<file path="src/rtl/fe_req_arbiter.sv">
// fe_req_arbiter: round-robin scheduler for front-end data requests toward the HPS.
// Grants one requesting device at a time, raises irq while the grant is outstanding and
// holds it until the HPS writes the ACK register over the Avalon-MM slave.
//
// Ports:
//   clk          system clock
//   reset        asynchronous, active-high reset
//   req          level requests from device front-ends [NREQ-1:0]
//   irq          high while a grant is outstanding
//   s_address    Avalon word address (0 STATUS, 1 PENDING, 2 ACK, 3 MASK)
//   s_read       Avalon read strobe
//   s_write      Avalon write strobe
//   s_writedata  Avalon write data
//   s_readdata   Avalon read data, read latency 1, no waitrequest
//
// Optional feature: define FE_ARB_TIMEOUT_EN to release a grant automatically after
// TIMEOUT cycles without ACK and report it in STATUS[30].
module fe_req_arbiter #(
   parameter int unsigned NREQ    = 3,
   parameter int unsigned TIMEOUT = 50000
) (
   input  logic            clk,
   input  logic            reset,
   input  logic [NREQ-1:0] req,
   output logic            irq,
   input  logic [1:0]      s_address,
   input  logic            s_read,
   input  logic            s_write,
   input  logic [31:0]     s_writedata,
   output logic [31:0]     s_readdata
);

   if (NREQ < 1 || NREQ > 32 || TIMEOUT < 1) begin : g_bad_param
      $error("fe_req_arbiter: NREQ must be 1..32 and TIMEOUT at least 1");
   end

   typedef enum logic [0:0] {StIdle, StGrant} state_e;

   state_e          state_q, state_d;
   logic [4:0]      gnt_id_q, last_q, winner;
   logic [NREQ-1:0] mask_q, req_m;
   logic            any_req, ack, tmo_hit, tmo_flag_q, req_live, found;
   logic [31:0]     status;
   logic            unused_wdata;

   assign req_m        = req & mask_q;
   assign any_req      = |req_m;
   assign ack          = s_write && (s_address == 2'd2) && (state_q == StGrant);
   // Only the low NREQ bits of the write data are ever stored.
   assign unused_wdata = ^s_writedata;

   // Winner: first set bit above last, else wrap to the lowest set bit (which may be last).
   always_comb begin
      winner = '0;
      found  = 1'b0;
      for (int j = 0; j < NREQ; j++) begin
         if (!found && req_m[j] && (5'(j) > last_q)) begin
            winner = 5'(j);
            found  = 1'b1;
         end
      end
      for (int j = 0; j < NREQ; j++) begin
         if (!found && req_m[j]) begin
            winner = 5'(j);
            found  = 1'b1;
         end
      end
   end

   always_comb begin
      req_live = 1'b0;
      for (int j = 0; j < NREQ; j++) begin
         if (5'(j) == gnt_id_q) req_live = req[j];
      end
   end

   // FSM: state register
   always_ff @(posedge clk or posedge reset) begin
      if (reset) state_q <= StIdle;
      else       state_q <= state_d;
   end

   // FSM: next state
   always_comb begin
      state_d = state_q;
      unique case (state_q)
         StIdle:  if (any_req) state_d = StGrant;
         StGrant: if (ack || tmo_hit) state_d = StIdle;
         default: state_d = StIdle;
      endcase
   end

   // FSM: outputs
   always_comb begin
      irq = (state_q == StGrant);
   end

   // Grant bookkeeping; gnt_id and last are frozen for the whole GRANT period.
   always_ff @(posedge clk or posedge reset) begin
      if (reset) begin
         gnt_id_q <= '0;
         last_q   <= 5'(NREQ - 1);
      end else if (state_q == StIdle && any_req) begin
         gnt_id_q <= winner;
         last_q   <= winner;
      end
   end

   always_ff @(posedge clk or posedge reset) begin
      if (reset)                                 mask_q <= '1;
      else if (s_write && (s_address == 2'd3))   mask_q <= s_writedata[NREQ-1:0];
   end

`ifdef FE_ARB_TIMEOUT_EN
   logic [31:0] tmo_cnt_q;

   assign tmo_hit = (state_q == StGrant) && !ack && (tmo_cnt_q == TIMEOUT - 1);

   // Counter idles at zero so it starts from zero on every GRANT entry.
   always_ff @(posedge clk or posedge reset) begin
      if (reset) begin
         tmo_cnt_q  <= '0;
         tmo_flag_q <= 1'b0;
      end else begin
         tmo_cnt_q <= (state_q == StGrant) ? tmo_cnt_q + 32'd1 : 32'd0;
         // A timeout in the same cycle as a clearing STATUS read keeps the flag set.
         if (tmo_hit)                              tmo_flag_q <= 1'b1;
         else if (s_read && (s_address == 2'd0))   tmo_flag_q <= 1'b0;
      end
   end
`else
   assign tmo_hit    = 1'b0;
   assign tmo_flag_q = 1'b0;
`endif

   assign status = {(state_q == StGrant), tmo_flag_q, req_live, 24'd0, gnt_id_q};

   // Registered read path samples pre-write register values.
   always_ff @(posedge clk or posedge reset) begin
      if (reset) begin
         s_readdata <= '0;
      end else if (s_read) begin
         unique case (s_address)
            2'd0:    s_readdata <= status;
            2'd1:    s_readdata <= 32'(req_m);
            2'd2:    s_readdata <= '0;
            default: s_readdata <= 32'(mask_q);
         endcase
      end
   end

endmodule

</file>
<file path="config.mk">
export PLATFORM = sky130hd
export DESIGN_NAME = fe_req_arbiter
export DESIGN_NICKNAME = d
export VERILOG_FILES = /design/src/rtl/fe_req_arbiter.sv
export SDC_FILE = /design/constraint.sdc
export NUM_CORES = 1
export LEC_CHECK = 0
export CAP_MARGIN = 10
export CORE_MARGIN = 3
export CORE_UTILIZATION = 32
export CTS_BUF_LIST = sky130_fd_sc_hd__clkbuf_4 sky130_fd_sc_hd__clkbuf_8
export CTS_CLUSTER_DIAMETER = 120
export DETAILED_ROUTE_END_ITERATION = 7
export HOLD_SLACK_MARGIN = 0.1
export PLACE_DENSITY = 0.91
export SLEW_MARGIN = 0
export SYNTH_ARGS = -nofsm -noshare
export SYNTH_HDL_FRONTEND = slang
export SYNTH_SLANG_ARGS = --single-unit
</file>
<file path="constraint.sdc">
create_clock -name clk -period 1.5 [get_ports clk]
set_clock_uncertainty 0.1 [all_clocks]
set_input_delay 0.15 -clock clk [delete_from_list [all_inputs] [get_ports clk]]
set_output_delay 0.15 -clock clk [all_outputs]
set_load 0.01 [all_outputs]
</file>
Word level (Yosys, flattened, before mapping)
Index checks and enable logic that the tools add are counted.

cells by class
  order comparisons = 3
  equal/unequal tests = 5
  muxes and demuxes = 17
  bitwise gates (word level) = 2
  reduce and logical (&&, ||, !) cells = 20

operators by type and width
  operator                                                                        count
  32-bit case mux with 3 select lines                                             1
  1-bit logical AND                                                               12
  1-bit two-way mux                                                               11
  1-bit by 5-bit greater-than comparator with 1-bit output, first input constant  2
  5-bit two-way mux                                                               2
  1-bit by 5-bit == test with 1-bit output, first input constant                  1
  2-bit by 5-bit == test with 1-bit output, first input constant                  1
  2-bit by 5-bit greater-than comparator with 1-bit output, first input constant  1
  1-bit logical NOT                                                               5
  5-bit logical NOT                                                               1
  2-bit == test, second input constant                                            2
  2-bit two-way mux                                                               2
  3-bit AND                                                                       1
  3-bit OR reduction                                                              1
  2-bit by 1-bit == test with 1-bit output, second input constant                 1
  2-bit logical NOT                                                               1
  1-bit case mux with 2 select lines                                              1
  1-bit NOT                                                                       1

word-level totals
  bits in registers = 46
  input port bits = 41
  output and inout bits = 33
  logic and storage cells = 52

Logic depth before layout (Yosys ltp)
Gate-level depths: netlist of the first run.

  word-level depth = 20
  depth in mapped cells = 4
  gate-level depth less buffers = 3

Worst setup path after synthesis of the first run
Ideal clock, no wire load.

  path kind = register to register
  from = register state_q (netlist: irq)
  to = register gnt_id_q[1]
  setup time = 0.131 ns
  arrival = 0.943 ns
  required time = 1.269 ns
  path slack = 0.326 ns
  stages on the path, launching flop included = 5
  path buffers = 1
  period minus slack after synthesis = 1.174 ns
  path through = dfrtp_1 > buf_2 > and2_0 > a31oi_1 > o41ai_2

on the way
  word-level cells in the longest chain between the ends = 2

RTL lines
  element                 RTL line  RTL
  start, declared         39        state_e state_q, state_d;
  start signal, assigned  79        if (reset) state_q <= StIdle;
  start signal, assigned  80        else state_q <= state_d;
  1-bit NOT               n/a
  1-bit logical AND       103       end else if (state_q == StIdle && any_req) begin
  end signal, assigned    104       gnt_id_q <= winner;
  end, declared           40        logic [4:0] gnt_id_q, last_q, winner;

No other way between the ends.
A chain may end at the register's enable or synchronous reset.

Final worst setup path of the first run
  from = register s_readdata[1]
  to = output s_readdata[1]

RTL lines
  element                 RTL line  RTL
  start, declared         30        output logic [31:0] s_readdata
  start signal, assigned  144       2'd0: s_readdata <= status;
  start signal, assigned  145       2'd1: s_readdata <= 32'(req_m);
  start signal, assigned  147       default: s_readdata <= 32'(mask_q);

No word-level cell between the ends.

==> flow_metrics.py, run 1 <==
metrics = {
    "status": {
        "status": "finished clean",
    },
    "detailed_routing": {
        "drcViolationCount": 0,
        "vias_per_cell": 4.40,
        "avgRoutedWirePerCell_um": 11.1,
        "vias": 599,
        "ant_nets": 0,
        "drtPass1Iterations": 2,
        "drt_wl_total_um": 1510,
        "first_iter_violations": 1,
    },
    "critical_path": {
        "crit_path_end_kind": "output port",
        "cpPeakStageDelay_ns": 0.54,
        "worstReg2RegStart": "mask_q[2]",
        "setup.worst_path.class": "register to output port",
        "arrival_ns": 1.16,
        "crit_path_start_kind": "register",
        "crit_fanout": 2,
        "reg2reg_slack_ns": 0.27,
        "worstPathCellList": "clkdlybuf4s50_1",
        "critPathTopFamily": "buffers and inverters",
        "r2r_end": "last_q[1]",
        "worst_path_max_delay_cell": "clkdlybuf4s50_1",
        "cp.required_ns": 1.25,
        "worstRegToRegCells": 2,
        "cp_num_buf_inv": 1,
    },
    "cells_and_area": {
        "nets": 150,
        "drive_above_1_share_pct": 13.0,
        "num_antenna_cells": 0,
        "areaGrowthSynthToFinish_pct": 17.6,
        "fin_util_pct": 41.4,
    },
    "place": {
        "portBuffers": 17,
        "dp_hpwl_um": 1230,
        "place.gp.congestion": 0.891,
    },
    "power": {
        "ir_worst_vdd_mv": 0.650,
        "power_density_mw_per_mm2": 1160,
        "fin_total_pwr_mw": 1.11,
        "p_leak_nw": 0.418,
    },
    "job": {
        "cap_violations": 0,
    },
    "clock_tree": {
        "cts_sinks": 12,
        "cts_tree": "done",
        "clock_tree.root_cell": "clkbuf_4",
        "clockBufferDepth": 2,
        "ctsHtreeMaxLevel": 1,
        "clk_latency_ns": 0.27,
        "cts-buffers-inserted": 3,
        "post-cts-setup-buffers": 0,
        "clkTransAtPathRegs_ns": 0.08,
    },
    "timing": {
        "tns_ns": 0,
        "post-route-min-period_ns": 1.41,
        "setup_viol": 0,
        "hold_viol": 0,
        "finalCritPeriodShare_pct": 93.8,
        "hold-worst-slack_ns": 0.379,
        "rsz0062_at_grt": "false",
        "slew_violations": 0,
        "max_freq_mhz": 711,
    },
    "min_path": {
        "min_path_type": "input pin to register",
        "min_to": "mask_q[0]",
        "hold_path_depth": 2,
        "min_from": "s_writedata[0]",
    },
    "synthesis": {
        "synth_xor_area_share_pct": 0,
        "synth_fa_ha_area_share_pct": 0,
        "synth-simple-area-share_pct": 10.4,
        "yosysTopAreaCell": "buf_4",
        "synth_area_um2": 817,
        "syn_area_per_cell_um2": 9.28,
        "synth_top_area_share_pct": 24.8,
        "synth-seq-cells": 12,
        "ys.flop_type": "dfrtp_1",
        "yosys-top-cells-count": "buf_4 (27), dfrtp_1 (8), nand2_1 (6), nor2_1 (5), o21ai_0 (5)",
        "synthTopCellsByArea": "buf_4 (25%), dfrtp_1 (25%), dfstp_2 (13%), mux2_1 (4.1%), o21ai_0 (3.1%)",
        "synth_edf_count": 0,
        "synth_mux_area_share_pct": 5.36,
        "syn_inst": 88,
        "synth_top_family_by_area": "buffers and inverters",
        "synth_cell_types": 27,
        "yosysSeqAreaShare_pct": 37.4,
        "yosys_warnings": 0,
        "synthArstFlopShare_pct": 100,
        "synth_compound_area_share_pct": 18.5,
        "synth.most_common_cell": "buf_4",
    },
    "global_routing": {
        "grt_overflow_total": 0,
        "grt_usage_pct": 9.35,
        "grt_max_degree": 13,
        "antenna_found_initial": 0,
        "grt_first_pass_wirelength_um": 2260,
        "grt_pass1_vias": 498,
    },
    "floorplan": {
        "dieHeight_um": 56.5,
        "dieArea_mm2": 0.00320,
        "rows": 17,
        "io_pins": 74,
        "core_mm2": 0.00232,
        "start_util_pct": 35.2,
        "fp.dieW_um": 56.5,
    },
}
cell families (layout without fill, tap and decap cells):
| group | count (synthesis) | after routing |
|---|---|---|
| AO/OA/AOI/OAI | 21 | 21 |
| buffers and inverters | 33 | 27 |
| flip-flops | 12 | 12 |
| multiplexers | 4 | 4 |
| other | 1 | 27 |
| AND/OR/NAND/NOR | 17 | 17 |
placed cells by master (no fill, tap or decap), types with 2 or more instances in the layout:
cell type	netlist	layout
a21oi_1	4	4
o211ai_1	2	2
a31oi_1	3	3
o21ai_0	5	5
dfrtp_1	8	8
dfstp_2	4	4
inv_1	4	4
mux2_1	3	3
nand2_1	6	6
clkdlybuf4s50_1	0	17
clkbuf_4	0	3
conb_1	1	27
nor2_1	5	5
how the worst max path moves through the flow:
stage | start | slack [ns] | end | cells after the start
2_1_floorplan | irq | 0.33 | gnt_id_q[1] | 4
3_3_place_gp | s_address[1] | 0.11 | mask_q[2] | 3
3_5_place_dp | s_address[1] | 0.08 | mask_q[1] | 3
4_1_cts | s_readdata[1] | 0.07 | s_readdata[1] | 1
5_1_grt | irq | 0.05 | irq | 1
6_report | s_readdata[1] | 0.09 | s_readdata[1] | 1
through the flow:
stage	area [um^2]	setup WS, ns	instances
final	961	0.0935	136
after global routing	961	0.0454	136
after CTS	961	0.0696	136
after detailed placement	915	0.0752	131
after global placement	915	0.115	131
after floorplan	915	0.326	114
state kept, by name, indices dropped and copies added (netlist names):
name	count
last_q	1
gnt_id_q	2
mask_q	3
s_readdata	5
irq	1
where the power goes:
group | internal [mW] | total, mW | leakage, nW | switching [mW]
Combinational | 0.173 | 0.343 | 0.260 | 0.170
Clock | 0.147 | 0.260 | 0.0210 | 0.112
Sequential | 0.418 | 0.507 | 0.138 | 0.0882
Total | 0.739 | 1.11 | 0.418 | 0.371
layer usage:
layer | track usage [%] | wire [um]
met1 | 10.8 | 577
met2 | 15.2 | 808
met3 | 2.07 | 110
met4 | 6.44 | 10
met5 | 0 | 0
final cells by class:
| class | instances | area [um^2] |
|---|---|---|
| fill | 229 | 1360 |
| multi-input combinational | 69 | 382 |
| sequential | 12 | 305 |
| timing repair buffer | 19 | 188 |
| clock buffer | 4 | 36.3 |
| tap | 28 | 35.0 |
| inverter | 4 | 15.0 |
timing repair:
item,CTS,global route
resized for setup,0,0
endpoints found under the hold margin,8,0
hold buffers,1,0
No activity file was read; power rests on OpenSTA's default activity.
==> run 2, diff against run 1 <==
Settings changed: PLACE_DENSITY 0.91 to 0.9.
==> run 2 against run 1 <==
- register-to-register slack about the same
- combinational power up 1%
- wire length down 1.3%
- highest routed layer is now met3
- sequential power about the same
- largest cell class unchanged
- critical endpoint unchanged
==> flow_metrics.py, run 2 (synthesized netlist as in run 1, its figures left out) <==
metrics = {
    "status": {
        "status": "finished clean",
    },
    "place": {
        "dp_hpwl_um": 1240,
        "dpl-instance-area_um2": 915,
        "portBuffers": 17,
        "pre_cts_ws_ns": 0.0748,
        "place.gp.congestion": 0.757,
    },
    "global_routing": {
        "antenna_found_initial": 0,
        "grt_max_degree": 13,
        "grt_usage_pct": 9.48,
        "grt_pass1_vias": 547,
        "grt_overflow_total": 0,
        "grt_first_pass_wirelength_um": 2390,
    },
    "clock_tree": {
        "clockBufferDepth": 2,
        "cts-resized-gates": 0,
        "cts_hold_buffers": 1,
        "cts_tree": "done",
        "clock_tree.root_cell": "clkbuf_4",
        "clk_latency_ns": 0.26,
        "cts_sinks": 12,
        "ctsHtreeMaxLevel": 1,
        "clkTransAtPathRegs_ns": 0.07,
        "cts-buffers-inserted": 3,
        "post-cts-setup-buffers": 0,
    },
    "cells_and_area": {
        "nets": 150,
        "largest-register": "s_readdata",
        "fill_cells": 235,
        "drive_above_1_share_pct": 13.0,
        "mostFrequentLayoutCells": "conb_1 (27), clkdlybuf4s50_1 (17), dfrtp_1 (8), nand2_1 (6)",
        "reg_top3": "s_readdata x5, mask_q x3, gnt_id_q x2",
        "largest_reg_flops": 5,
        "final_common_cell": "conb_1",
        "seqCellArea_um2": 305,
        "num_antenna_cells": 0,
        "areaGrowthSynthToFinish_pct": 17.6,
        "final_cell_area_um2": 961,
        "multi_input_area_um2": 382,
    },
    "min_path": {
        "min_to": "mask_q[0]",
        "min_from": "s_writedata[0]",
        "hold_path_depth": 2,
        "min_path_type": "input pin to register",
    },
    "detailed_routing": {
        "topRoutingLayerUsed": "met3",
        "drtPass1Iterations": 3,
        "vias_per_cell": 4.34,
        "vias": 590,
        "route.met3.wl_um": 99,
        "first_iter_violations": 7,
        "drcViolationCount": 0,
        "ant_nets": 0,
        "dr_wl_met2_um": 843,
        "drt_wl_total_um": 1490,
        "met1_length_um": 543,
        "avgRoutedWirePerCell_um": 10.9,
    },
    "critical_path": {
        "reg2reg_slack_ns": 0.26,
        "cp.required_ns": 1.25,
        "worstRegToRegCells": 2,
        "crit_fanout": 2,
        "crit_path_end_kind": "output port",
        "worstReg2RegStart": "mask_q[2]",
        "r2r_end": "last_q[1]",
        "worstPathCellList": "clkdlybuf4s50_1",
        "cpPeakStageDelay_ns": 0.54,
        "setup.worst_path.class": "register to output port",
        "crit_path_start_kind": "register",
        "critPathTopFamily": "buffers and inverters",
        "arrival_ns": 1.17,
        "cp_num_buf_inv": 1,
        "worst_path_max_delay_cell": "clkdlybuf4s50_1",
    },
    "timing": {
        "setup_viol": 0,
        "slew_violations": 0,
        "setup_ws_ns": 0.0763,
        "hold-worst-slack_ns": 0.371,
        "max_freq_mhz": 702,
        "rsz0062_at_grt": "false",
        "tns_ns": 0,
        "post-route-min-period_ns": 1.42,
        "finalCritPeriodShare_pct": 94.9,
        "hold_viol": 0,
    },
    "power": {
        "p_leak_nw": 0.418,
        "power_density_mw_per_mm2": 1150,
        "ir_worst_vdd_mv": 0.651,
        "fin_total_pwr_mw": 1.10,
    },
    "floorplan": {
        "fp.dieW_um": 56.5,
        "io_pins": 74,
        "core_mm2": 0.00232,
        "start_util_pct": 35.2,
        "dieHeight_um": 56.5,
        "rows": 17,
        "dieArea_mm2": 0.00320,
    },
    "job": {
        "cap_violations": 0,
    },
}
run 2: cell counts in the layout (fill, tap and decap cells not counted):
Identical to the previous run, type by type.
run 2: worst max path at each step:
stage / to / slack, ns / from / cells past startpoint
floorplan: gnt_id_q[1] / 0.33 / irq / 4
global placement: mask_q[2] / 0.10 / s_address[1] / 3
detailed placement: mask_q[1] / 0.07 / s_address[1] / 3
CTS: s_readdata[1] / 0.06 / s_readdata[1] / 1
global route: s_readdata[31] / 0.03 / s_readdata[31] / 1
finish: s_readdata[1] / 0.08 / s_readdata[1] / 1
run 2: metrics by stage:
stage | util [%] | std cells
2_1_floorplan | - | 114
3_3_place_gp | 39.4 | 131
3_5_place_dp | 39.4 | 131
4_1_cts | 41.4 | 136
5_1_grt | 41.4 | 136
6_report | 41.4 | 136
run 2: final cells by class:
class	count	share of cell area, %
tap	28	3.65
clock buffer	4	3.78
inverter	4	1.56
sequential	12	31.8
multi-input combinational	69	39.7
timing repair buffer	19	19.5
run 2: power by group:
part           leakage, nW  switching, mW  total (mW)  internal (mW)
logic                0.260          0.175       0.348          0.173
registers            0.138         0.0876       0.506          0.418
clock network       0.0210          0.102       0.249          0.147
run 2: per-layer routing:
| layer | track usage [%] | vias up |
|---|---|---|
| li1 | - | 292 |
| met1 | 10.0 | 276 |
| met2 | 18.0 | 22 |
| met3 | 2.30 | 0 |
| met4 | 3.05 | 0 |
| met5 | 0 | - |
